File: config.mk
export PLATFORM = sky130hd
export DESIGN_NAME = face_bbox
export DESIGN_NICKNAME = d
export VERILOG_FILES = /design/src/rtl/face_bbox.sv
export SDC_FILE = /design/constraint.sdc
export NUM_CORES = 1
export LEC_CHECK = 0
export CAP_MARGIN = 20
export CORE_MARGIN = 3
export CORE_UTILIZATION = 60
export CTS_BUF_LIST = sky130_fd_sc_hd__clkbuf_16
export CTS_CLUSTER_DIAMETER = 30
export DETAILED_ROUTE_END_ITERATION = 6
export PLACE_DENSITY = 0.83
export SYNTH_ARGS = -nofsm -noshare
export SYNTH_HDL_FRONTEND = slang
export SYNTH_SLANG_ARGS = --single-unit
File: constraint.sdc
create_clock -name clk -period 5.7 [get_ports clk]
set_input_delay 0.57 -clock clk [delete_from_list [all_inputs] [get_ports clk]]
set_output_delay 0.57 -clock clk [all_outputs]
set_load 0.02 [all_outputs]
File: src/rtl/face_bbox.sv
`timescale 1ns/1ps
// face_bbox
//   Bounding-box extractor for a raster-order 1-bit skin mask. Tracks pixel
//   position with internal column/row counters, accumulates min/max column
//   and row of foreground pixels plus the foreground count, and publishes
//   one result per frame.
//
// Ports
//   clk         pixel clock
//   rst_n       asynchronous active-low reset
//   in_de       pixel valid (one pixel per cycle when high)
//   in_data     mask pixel, 1 = foreground
//   sync_clr    synchronous resync: clears position and accumulators
//   out_valid   one-cycle pulse, new result on the outputs
//   bbox_found  frame foreground count >= MIN_PIX
//   x_min/x_max box column bounds (0 when no box)
//   y_min/y_max box row bounds (0 when no box)
//   pix_cnt     foreground count of the last frame, saturating
//   frame_cnt   frames reported since reset, wrapping
module face_bbox #(
  parameter int unsigned U_COL   = 1280,
  parameter int unsigned U_ROW   = 720,
  parameter int unsigned MIN_PIX = 256
) (
  input  logic        clk,
  input  logic        rst_n,
  input  logic        in_de,
  input  logic        in_data,
  input  logic        sync_clr,
  output logic        out_valid,
  output logic        bbox_found,
  output logic [11:0] x_min,
  output logic [11:0] x_max,
  output logic [11:0] y_min,
  output logic [11:0] y_max,
  output logic [21:0] pix_cnt,
  output logic [7:0]  frame_cnt
);

  localparam logic [11:0] COL_LAST = 12'(U_COL - 1);
  localparam logic [11:0] ROW_LAST = 12'(U_ROW - 1);
  localparam logic [21:0] CNT_MAX  = '1;
  // One extra bit so thresholds up to 2^22 still compare sensibly.
  localparam logic [22:0] MIN_W    = 23'(MIN_PIX);

  typedef enum logic [0:0] {SCAN, REPORT} state_t;

  state_t      state_reg, state_next;
  logic [11:0] col_reg, row_reg;
  logic [11:0] acc_xmin_reg, acc_xmax_reg, acc_ymin_reg, acc_ymax_reg;
  logic [21:0] acc_cnt_reg;

  logic        bbox_found_reg;
  logic [11:0] x_min_reg, x_max_reg, y_min_reg, y_max_reg;
  logic [21:0] pix_cnt_reg;
  logic [7:0]  frame_cnt_reg;

  logic        take;       // pixel accepted this cycle
  logic        last_pix;   // position counters sit on the final pixel
  logic        frame_end;  // final pixel accepted this cycle
  logic        found;
  logic [11:0] m_xmin, m_xmax, m_ymin, m_ymax;
  logic [21:0] m_cnt;

  assign take      = in_de && !sync_clr;
  assign last_pix  = (col_reg == COL_LAST) && (row_reg == ROW_LAST);
  assign frame_end = take && last_pix;

  // Accumulators merged with the current pixel. Used both for normal
  // accumulation and for the final merge at the end of a frame.
  always_comb begin
    m_xmin = acc_xmin_reg;
    m_xmax = acc_xmax_reg;
    m_ymin = acc_ymin_reg;
    m_ymax = acc_ymax_reg;
    m_cnt  = acc_cnt_reg;
    if (in_data) begin
      if (col_reg < acc_xmin_reg) m_xmin = col_reg;
      if (col_reg > acc_xmax_reg) m_xmax = col_reg;
      if (row_reg < acc_ymin_reg) m_ymin = row_reg;
      if (row_reg > acc_ymax_reg) m_ymax = row_reg;
      if (acc_cnt_reg != CNT_MAX) m_cnt = acc_cnt_reg + 22'd1;
    end
  end

  assign found = ({1'b0, m_cnt} >= MIN_W);

  // Position counters
  always_ff @(posedge clk or negedge rst_n) begin
    if (!rst_n) begin
      col_reg <= '0;
      row_reg <= '0;
    end else if (sync_clr) begin
      col_reg <= '0;
      row_reg <= '0;
    end else if (in_de) begin
      if (col_reg == COL_LAST) begin
        col_reg <= '0;
        row_reg <= (row_reg == ROW_LAST) ? 12'd0 : row_reg + 12'd1;
      end else begin
        col_reg <= col_reg + 12'd1;
      end
    end
  end

  // Accumulators; restart on the frame's last pixel so a pixel arriving
  // in the report cycle belongs cleanly to the next frame.
  always_ff @(posedge clk or negedge rst_n) begin
    if (!rst_n) begin
      acc_xmin_reg <= '1;
      acc_xmax_reg <= '0;
      acc_ymin_reg <= '1;
      acc_ymax_reg <= '0;
      acc_cnt_reg  <= '0;
    end else if (sync_clr || frame_end) begin
      acc_xmin_reg <= '1;
      acc_xmax_reg <= '0;
      acc_ymin_reg <= '1;
      acc_ymax_reg <= '0;
      acc_cnt_reg  <= '0;
    end else if (take) begin
      acc_xmin_reg <= m_xmin;
      acc_xmax_reg <= m_xmax;
      acc_ymin_reg <= m_ymin;
      acc_ymax_reg <= m_ymax;
      acc_cnt_reg  <= m_cnt;
    end
  end

  // Result registers, loaded only at frame end and held otherwise.
  always_ff @(posedge clk or negedge rst_n) begin
    if (!rst_n) begin
      bbox_found_reg <= 1'b0;
      x_min_reg      <= '0;
      x_max_reg      <= '0;
      y_min_reg      <= '0;
      y_max_reg      <= '0;
      pix_cnt_reg    <= '0;
      frame_cnt_reg  <= '0;
    end else if (frame_end) begin
      bbox_found_reg <= found;
      x_min_reg      <= found ? m_xmin : 12'd0;
      x_max_reg      <= found ? m_xmax : 12'd0;
      y_min_reg      <= found ? m_ymin : 12'd0;
      y_max_reg      <= found ? m_ymax : 12'd0;
      pix_cnt_reg    <= m_cnt;
      frame_cnt_reg  <= frame_cnt_reg + 8'd1;
    end
  end

  // FSM state register
  always_ff @(posedge clk or negedge rst_n) begin
    if (!rst_n) state_reg <= SCAN;
    else        state_reg <= state_next;
  end

  // FSM next state / outputs. frame_end already excludes sync_clr, so a
  // clear always lands in SCAN.
  always_comb begin
    state_next = SCAN;
    out_valid  = 1'b0;
    case (state_reg)
      SCAN: begin
        if (frame_end) state_next = REPORT;
      end
      REPORT: begin
        out_valid  = 1'b1;
        state_next = SCAN;
      end
      default: state_next = SCAN;
    endcase
  end

  assign bbox_found = bbox_found_reg;
  assign x_min      = x_min_reg;
  assign x_max      = x_max_reg;
  assign y_min      = y_min_reg;
  assign y_max      = y_max_reg;
  assign pix_cnt    = pix_cnt_reg;
  assign frame_cnt  = frame_cnt_reg;

endmodule

==> results of run 1 <==
## cells in the mapped netlist (all sizes together) (6+ instances only)
library cell / count
and3: 17
xor2: 17
dfrtp: 150
buf: 17
a31o: 7
nand2: 89
nand3: 25
nor2: 95
mux2i: 9
a31oi: 6
nor4: 8
a21oi: 51
inv: 54
clkbuf: 40
o21ai: 78
ha: 50
o31ai: 6
nand4: 18
a211oi: 11
o22a: 24
xnor2: 21
nor3: 45
a22o: 26
a21o: 8
dfstp: 24
## worst reg2reg max path, stage by stage, from the launching register on
cell and delay, ns:
dfrtp_1 0.48, or4b_1 0.56, nor4_1 0.61, nor4b_4 0.72, buf_4 0.35, o211ai_1 0.18, nor4_4 0.77, buf_12 0.30
nor3_1 0.12
## metrics by stage
| stage | instances | instance area [sq um] | power (mW) | setup slack, ns | hold WS [ns] |
|---|---|---|---|---|---|
| 2_1_floorplan | 945 | 8980 | 1.41 | 2.84 | 0.274 |
| 3_3_place_gp | 1170 | 9940 | 1.48 | 1.64 | 0.414 |
| 3_5_place_dp | 1170 | 9940 | 1.49 | 1.56 | 0.418 |
| 4_1_cts | 1202 | 10600 | 2.72 | 1.54 | 0.368 |
| 5_1_grt | 1203 | 10600 | 2.80 | 1.17 | 0.116 |
| 6_report | 1203 | 10600 | 2.71 | 1.49 | 0.0895 |
## path summary, 6_finish.rpt
kind / cells past startpoint / startpoint / slack [ns] / end
max reg2reg: 8 / row_reg[4]$_DFFE_PN0P_ / 1.49 / y_max[7]$_DFFE_PN0P_
min in group clk: 1 / state_reg$_DFF_PN0_ / 0.42 / state_reg$_DFF_PN0_
min: 1 / rst_n / 0.09 / acc_xmax_reg[5]$_DFFE_PN0P_
max in group asynchronous: 3 / rst_n / 4.20 / y_min[6]$_DFFE_PN0P_
min reg2reg: 1 / state_reg$_DFF_PN0_ / 0.42 / state_reg$_DFF_PN0_
max: 8 / row_reg[4]$_DFFE_PN0P_ / 1.49 / y_max[7]$_DFFE_PN0P_
## layout make-up
cell class                      count  area (sq um)  share of cell area
Timing Repair Buffer               99           987              0.0931
Clock inverter                     15           203              0.0191
Clock buffer                       17           425              0.0401
Inverter                           54           203              0.0191
Multi-Input combinational cell    660          4170               0.393
Sequential cell                   174          4380               0.414
Tap cell                          184           230              0.0217
## layout by cell type (no fill, tap or decap), types with 7 or more instances in the layout
cell type        instances
o22a_1                  24
nand2_1                 89
and3_1                  17
a21o_1                   8
dfrtp_1                150
clkdlybuf4s50_1         83
nand3_1                 25
dfstp_2                 24
buf_4                   13
nand4_1                 17
inv_1                   55
ha_1                    50
clkbuf_16               17
a22o_1                  26
a21oi_1                 51
o21ai_0                 77
a31o_2                   7
nor2_1                  95
nor3_1                  43
mux2i_1                  9
xor2_1                  17
xnor2_1                 21
a211oi_1                11
## where the power goes
| group | internal, mW | leakage [nW] | total (mW) | switching, mW |
|---|---|---|---|---|
| sequential | 1.27 | 2.34 | 1.29 | 0.0241 |
| clock | 0.768 | 0.302 | 1.24 | 0.472 |
| combinational | 0.0612 | 2.08 | 0.179 | 0.118 |
| total | 2.09 | 4.73 | 2.71 | 0.614 |
## layer usage
layer	wire, microns	vias to the layer above	part of all wire
met1	9500	3599	0.45
met4	329	0	0.015
met3	1130	40	0.053
met2	10300	242	0.48
met5	0	-	0
li1	-	3464	-
## cells by family (layout without fill, tap and decap cells)
family	Yosys count	after routing	synth area share
buffers and inverters	111	185	0.0495
XOR/XNOR	38	38	0.0371
flip-flops	174	174	0.488
AO/OA/AOI/OAI	231	231	0.166
multiplexers	10	10	0.0113
adder cells (fa/ha/maj)	50	50	0.0697
AND/OR/NAND/NOR	331	331	0.179
==> qor.yml, run 1 <==
global_routing:
  grt.busiest_layer: "met2"
  track_usage: 0.267
  grt-ovfl-total: 0
  antenna_found_initial: 0
  gr-usage-met1: 0.364
  first_global_vias: 7027
  grt_max_degree: 123
  gr-usage-met3: 0.0538
  grt_pass1_wl_mm: 35.2
  use_met2: 0.435
place:
  dp.final_hpwl_mm: 14.4
  place_congestion: 0.910
  io_buffers: 84
timing:
  slew_violations: 0
  hold_violations: 0
  skew_ns: 0.00773
  tns_ns: 0
  grt_setup_unrepaired: "false"
  final.min_clock_period_ns: 4.21
  setup_violations: 0
  max_slew.worst_pin.slew_ns: 1.03
  fin_crit_sh: 0.739
  fmax_ghz: 0.237
  relSlewSlack: 0.316
die:
  coreArea_sq_mm: 0.0146
  io_pins: 85
  dieWidth_microns: 128
  rows: 44
  start_util: 0.615
  die_area_sq_mm: 0.0165
  die_h_microns: 128
synth:
  synthArstFlopShare: 1.00
  netlist_area_sq_mm: 0.00898
  synth-edff-count: 0
  syn_inst: 945
  synth_seq_cells: 174
  ys_seq_area_frac: 0.488
  synthFlopType: "dfrtp_1"
  avgSynthCellArea_sq_um: 9.50
  syn-num-nets: 1000
  ys_types: 57
  yosysWarnings: 0
  synth.top_cells.by_area: "dfrtp_1 42%, dfstp_2 7.0%, ha_1 7.0%"
  yosys.area.top_type_share: 0.418
  synth_area_leader_cell: "dfrtp_1"
clock_tree:
  cts_tree: "built"
  clk_pin_slew_worst_paths_ns: 0.06
  cts_made_buffers: 17
  clock_latency_ns: 0.43
  post-cts-setup-buffers: 0
  clockRootBuffer: "clkbuf_16"
  cts_num_sinks: 174
  cts.htree.levels: 4
  cts_buffer_depth: 2
  cts_hold_buf: 0
  cts-resized-gates: 0
setup_path:
  path_max_fanout: 39
  crit_path_cell_trace: "or4b_1 -> nor4_1 -> nor4b_4 -> buf_4 -> o211ai_1 -> nor4_4 -> buf_12 -> nor3_1"
  cpMaxStageDelayCell: "nor4_4"
  crit_buf_inv: 2
  critPathMaxStageDelay_ns: 0.77
  worst_ep_arrival_time_ns: 4.52
  path_delay_family: "simple AND/OR/NAND/NOR gates"
  startpoint_type: "flip-flop"
  end_kind: "flip-flop"
  criticalPathCategory: "reg -> reg"
  cp.required_ns: 6.00
route:
  routed-via-count: 7345
  drtPass1Iterations: 5
  drt-total-wl_mm: 21.3
  ant_nets: 0
  via_per_inst: 6.11
  drt_iter0_markers: 620
  avgRoutedWirePerCell_microns: 17.7
  drc: 0
power_and_ir_drop:
  power_density_mw_per_mm2: 256
  leakagePower_nw: 4.73
  peakVddDrop_mv: 0.200
min_path:
  hold_class: "in -> async"
final_layout:
  area_delta_synth_final_pct: 18.1
  drive_gt1_frac: 0.0873
  nFillCells: 1067
  nNetsFinal: 1061
  utilization: 0.727
  antennaDiodeCount: 0
status:
  outcome: "complete, no violations"
run:
  maxCapViolations: 0
Power figures use the tool's default switching activity.
==> run 2, diff against run 1 <==
--- a/config.mk
+++ b/config.mk
@@ -7,11 +7,11 @@
 export LEC_CHECK = 0
 export CAP_MARGIN = 20
 export CORE_MARGIN = 3
-export CORE_UTILIZATION = 60
+export CORE_UTILIZATION = 52
 export CTS_BUF_LIST = sky130_fd_sc_hd__clkbuf_16
 export CTS_CLUSTER_DIAMETER = 30
 export DETAILED_ROUTE_END_ITERATION = 6
-export PLACE_DENSITY = 0.83
+export PLACE_DENSITY = 0.76
 export SYNTH_ARGS = -nofsm -noshare
 export SYNTH_HDL_FRONTEND = slang
 export SYNTH_SLANG_ARGS = --single-unit
==> constraint.sdc (replaced) <==
create_clock -name clk -period 3.6 [get_ports clk]
set_input_delay 0.36 -clock clk [delete_from_list [all_inputs] [get_ports clk]]
set_output_delay 0.36 -clock clk [all_outputs]
set_load 0.02 [all_outputs]
==> run 2 against run 1 <==
  * The run now ends with hold timing left
  * Hold slack lost 0.10 ns
  * Power grew 54%
  * Combinational power grew 67%
  * Final cell count grew 5.1%
==> qor.yml, run 2 (synthesis results as in run 1) <==
status:
  outcome: "complete, but fails checks"
  violations: "hold timing"
timing:
  grt_setup_unrepaired: "false"
  max_slew.worst_pin.slew_ns: 0.917
  relSlewSlack: 0.385
  setup_violations: 0
  hold_violations: 15
  fin_crit_sh: 0.898
  fmax_ghz: 0.309
  slew_violations: 0
  skew_ns: 0.00932
  tns_ns: 0
  final.min_clock_period_ns: 3.23
  holdWs_ns: -0.0106
global_routing:
  grt-ovfl-total: 0
  grt_pass1_wl_mm: 36.1
  grt_max_degree: 90
  gr-usage-met3: 0.0475
  use_met2: 0.386
  grt.busiest_layer: "met2"
  antenna_found_initial: 0
  first_global_vias: 7202
  track_usage: 0.243
  gr-usage-met1: 0.329
setup_path:
  cp.required_ns: 3.92
  criticalPathCategory: "reg -> reg"
  rrSetupSlack_ns: 0.37
  r2r_end: "x_min[8]$_DFFE_PN0P_"
  critPathLaunch: "acc_cnt_reg[0]$_DFFE_PN0P_"
  worst_ep_arrival_time_ns: 3.55
  cp-endpoint: "x_min[8]$_DFFE_PN0P_"
  reg2reg_from: "acc_cnt_reg[0]$_DFFE_PN0P_"
  end_kind: "flip-flop"
  rr_worst_depth: 9
  startpoint_type: "flip-flop"
  path_max_fanout: 38
final_layout:
  stdcell_area_sq_mm: 0.0108
  area_delta_synth_final_pct: 19.9
  antennaDiodeCount: 0
  nFillCells: 1356
  nNetsFinal: 1086
  final_cell_mix: "150 x dfrtp_1, 95 x nor2_1, 89 x nand2_1"
  fin_cells: 1264
  final_common_cell: "dfrtp_1"
  multiInputGateArea_sq_mm: 0.00417
  seqCellArea_sq_mm: 0.00438
  drive_gt1_frac: 0.109
clock_tree:
  cts_buffer_depth: 2
  cts_made_buffers: 17
  clockRootBuffer: "clkbuf_16"
  cts.htree.levels: 4
  cts-resized-gates: 0
  cts_hold_buf: 0
  post-cts-setup-buffers: 0
  cts_num_sinks: 174
  clk_pin_slew_worst_paths_ns: 0.07
  cts_tree: "built"
  clock_latency_ns: 0.44
run:
  maxCapViolations: 0
route:
  drtPass1Iterations: 5
  ant_nets: 0
  routed-via-count: 7370
  drc: 0
  drt-total-wl_mm: 21.9
  via_per_inst: 5.83
  avgRoutedWirePerCell_microns: 17.3
  drt_iter0_markers: 465
place:
  place_congestion: 0.910
  dp.final_hpwl_mm: 15.0
  dpl-instance-area_sq_mm: 0.0102
  io_buffers: 84
  dp_cells: 1232
die:
  coreArea_sq_mm: 0.0168
  rows: 47
  die_h_microns: 137
  dieWidth_microns: 137
  io_pins: 85
  die_area_sq_mm: 0.0189
  start_util: 0.536
min_path:
  hold_class: "in -> async"
power_and_ir_drop:
  power_density_mw_per_mm2: 388
  peakVddDrop_mv: 0.370
  leakagePower_nw: 4.83
## run 2: changes by cell type in the layout (fill, tap and decap cells not counted), moves of 2 or more
cell / change
buf_4: +26
bufinv_16: -2
clkinv_1: -2
clkinv_4: +2
inv_1: +2
## run 2: layout make-up
cell class,instances,area share
sequential,174,0.407
multi-input combinational,660,0.387
timing repair buffer,124,0.107
clock buffer,17,0.0395
tap,220,0.0256
inverter,54,0.0188
clock inverter,15,0.0146
## run 2: layer usage
layer  part of all wire  wire length, microns
met4              0.028                   607
met3              0.039                   851
met1               0.46                  9990
met2               0.48                 10400
met5                  0                     0
## run 2: where the power goes
group | leakage (nW) | total [mW] | internal (mW) | switching (mW)
clock | 0.294 | 1.84 | 1.08 | 0.765
combinational | 2.20 | 0.299 | 0.104 | 0.195
sequential | 2.34 | 2.04 | 2.00 | 0.0334
## run 2: critical path: stages (launching register included)
cell,delay (ns)
dfrtp_1,0.41
ha_1,0.25
nand4_1,0.15
nor4_1,0.61
and2_1,0.28
a31oi_1,0.12
or4b_4,0.53
nor4_4,0.37
buf_12,0.24
nor3_1,0.10
## run 2: stage by stage
step           setup slack (ns)  power (mW)   util
3_3_place_gp              0.253        2.36  0.608
2_1_floorplan             0.741        2.24      -
4_1_cts                   0.427        4.21  0.642
3_5_place_dp              0.232        2.37  0.608
5_1_grt                   0.135        4.32  0.642
6_report                  0.367        4.18  0.642
## run 2: worst min-delay path by stage
stage / start / end / slack, ns / cells after the start
detailed placement: state_reg$_DFF_PN0_ / state_reg$_DFF_PN0_ / 0.43 / 1
finish: rst_n / x_max[7]$_DFFE_PN0P_ / -0.01 / 1
global route: rst_n / acc_xmax_reg[4]$_DFFE_PN0P_ / 0.05 / 1
CTS: rst_n / x_max[7]$_DFFE_PN0P_ / 0.03 / 1
global placement: state_reg$_DFF_PN0_ / state_reg$_DFF_PN0_ / 0.41 / 1
floorplan: rst_n / acc_cnt_reg[0]$_DFFE_PN0P_ / 0.06 / 0
==> run 3, diff against run 2 <==
--- a/config.mk
+++ b/config.mk
@@ -5,13 +5,13 @@
 export SDC_FILE = /design/constraint.sdc
 export NUM_CORES = 1
 export LEC_CHECK = 0
-export CAP_MARGIN = 20
 export CORE_MARGIN = 3
 export CORE_UTILIZATION = 52
 export CTS_BUF_LIST = sky130_fd_sc_hd__clkbuf_16
 export CTS_CLUSTER_DIAMETER = 30
 export DETAILED_ROUTE_END_ITERATION = 6
 export PLACE_DENSITY = 0.76
+export REMOVE_ABC_BUFFERS = 1
 export SYNTH_ARGS = -nofsm -noshare
 export SYNTH_HDL_FRONTEND = slang
 export SYNTH_SLANG_ARGS = --single-unit
==> run 3 against run 2 <==
  * The run now ends clean
  * Clock skew rose by 0.0026 ns
  * Clock-buffer cell count did not move
  * Utilization fell by 0.34 points
  * Register-to-register slack got worse by 0.07 ns
  * Critical path type unchanged
  * Power fell by 4.0%
  * Final cell count fell by 0.24%
  * Die area did not move
  * Largest cell class unchanged
  * First-iteration DRC count rose by 29%
  * Maximum frequency fell by 2.2%
==> qor.yml, run 3 (synthesis results as in run 1) <==
setup_path:
  criticalPathCategory: "reg -> reg"
  cp.required_ns: 3.90
  startpoint_type: "flip-flop"
  rrSetupSlack_ns: 0.30
  worst_ep_arrival_time_ns: 3.60
  rr_worst_depth: 9
  r2r_end: "y_min[0]$_DFFE_PN0P_"
  reg2reg_from: "acc_cnt_reg[0]$_DFFE_PN0P_"
  path_max_fanout: 49
  end_kind: "flip-flop"
timing:
  fmax_ghz: 0.303
  setup_violations: 0
  grt_setup_unrepaired: "false"
  skew_ns: 0.0120
  slew_violations: 0
  hold_violations: 0
  relSlewSlack: 0.389
  fin_crit_sh: 0.918
  final.min_clock_period_ns: 3.30
  max_slew.worst_pin.slew_ns: 0.911
  fin_ws_ns: 0.295
route:
  drtPass1Iterations: 5
  drt-total-wl_mm: 20.9
  ant_nets: 0
  drt_iter0_markers: 599
  drc: 0
  routed-via-count: 7306
  via_per_inst: 5.79
  avgRoutedWirePerCell_microns: 16.6
min_path:
  min-delay-start: "state_reg$_DFF_PN0_"
  worstHoldPathCells: 1
  hold_class: "reg -> reg"
  min_to: "state_reg$_DFF_PN0_"
global_routing:
  grt_max_degree: 71
  antenna_found_initial: 0
  track_usage: 0.234
  first_global_vias: 7162
  grt_pass1_wl_mm: 35.1
  grt-ovfl-total: 0
final_layout:
  final_common_cell: "dfrtp_1"
  fin_cells: 1261
  final_cell_mix: "150 x dfrtp_1, 95 x nor2_1, 89 x nand2_1"
  nFillCells: 1422
  utilization: 0.639
  antennaDiodeCount: 0
  drive_gt1_frac: 0.105
  multiInputGateArea_sq_mm: 0.00417
  seqCellArea_sq_mm: 0.00438
  nNetsFinal: 1083
  area_delta_synth_final_pct: 19.3
power_and_ir_drop:
  power.internal_mw: 3.04
  peakVddDrop_mv: 0.368
  p_switching_uw: 969
  leakagePower_nw: 4.79
  finalPower_mw: 4.01
  swShare: 0.242
  sequentialPowerShare: 0.508
  power_density_mw_per_mm2: 374
  pwr-share-comb: 0.072
  p_clk_frac: 0.420
die:
  rows: 47
  start_util: 0.536
  io_pins: 85
  dieWidth_microns: 137
  die_h_microns: 137
  die_area_sq_mm: 0.0189
  coreArea_sq_mm: 0.0168
place:
  dp.final_hpwl_mm: 14.5
  pre_cts_ws_ns: 0.143
  dp_cells: 1228
  io_buffers: 84
  place_congestion: 0.879
clock_tree:
  cts_num_sinks: 174
  cts.htree.levels: 4
  cts_tree: "built"
  cts-resized-gates: 0
  clk_pin_slew_worst_paths_ns: 0.07
  clock_latency_ns: 0.44
  cts_made_buffers: 17
  cts_buffer_depth: 2
  clockRootBuffer: "clkbuf_16"
run:
  maxCapViolations: 0
status:
  outcome: "complete, no violations"
==> run 3: cell count changes in the layout (fill, tap and decap cells not counted), sizes merged <==
| cell | delta |
|---|---|
| clkinvlp | +1 |
| inv | -1 |
| bufinv | -2 |
| dlygate4sd3 | +1 |
| clkinv | +2 |
| buf | -4 |
==> run 3: through the flow <==
step / TNS (ns) / cell area (sq um) / hold WS, ns
after floorplan: -256.46 / 8740 / 0.0644
after global placement: 0 / 10200 / 0.404
after detailed placement: 0 / 10200 / 0.411
after CTS: 0 / 10700 / 0.426
after global routing: 0 / 10700 / 0.446
final: 0 / 10700 / 0.421
==> run 3: worst max-delay path by stage <==
stage	startpoint	end	slack, ns	depth (start not counted)
detailed placement	in_data	x_max[5]$_DFFE_PN0P_	0.14	9
CTS	acc_cnt_reg[0]$_DFFE_PN0P_	x_max[5]$_DFFE_PN0P_	0.32	9
floorplan	row_reg[5]$_DFFE_PN0P_	y_min[9]$_DFFE_PN0P_	-2.50	6
finish	acc_cnt_reg[0]$_DFFE_PN0P_	y_min[0]$_DFFE_PN0P_	0.30	9
global placement	in_data	x_min[8]$_DFFE_PN0P_	0.26	9
global route	acc_cnt_reg[0]$_DFFE_PN0P_	x_max[2]$_DFFE_PN0P_	0.09	9
==> run 3: power groups by stage <==
stage / Sequential, mW / Combinational (mW) / Clock, mW
after floorplan: 2.06 / 0.161 / 0
after global placement: 2.07 / 0.281 / 0
after detailed placement: 2.07 / 0.286 / 0
after CTS: 2.04 / 0.290 / 1.70
after global routing: 2.04 / 0.323 / 1.79
final: 2.04 / 0.287 / 1.68
==> run 3: timing repair <==
item / in CTS / in global routing
endpoints found under the hold margin: 52 / 0
buffers inserted: 0 / 0
hold buffers: 1 / 0
==> run 3: final cells by class <==
type                       instances  area share
sequential                       174       0.409
multi-input combinational        660       0.389
timing repair buffer             121       0.107
clock buffer                      17      0.0397
tap                              220      0.0257
inverter                          54      0.0189
clock inverter                    15      0.0102
==> run 3: routing by layer <==
layer / track usage / vias to the layer above / routed length, microns
li1: - / 3498 / -
met1: 0.323 / 3569 / 9660
met2: 0.374 / 212 / 9860
met3: 0.0464 / 27 / 1070
met4: 0.0737 / 0 / 358
met5: 0 / - / 0
==> run 3: worst max-delay path, cell delays in order, from the launching register on <==
cell	delay (ns)
dfrtp_1	0.43
ha_1	0.25
nand4_1	0.14
nor4_1	0.73
and2_1	0.28
a31oi_1	0.10
or4b_4	0.51
nor4_4	0.32
buf_12	0.28
a211oi_1	0.09
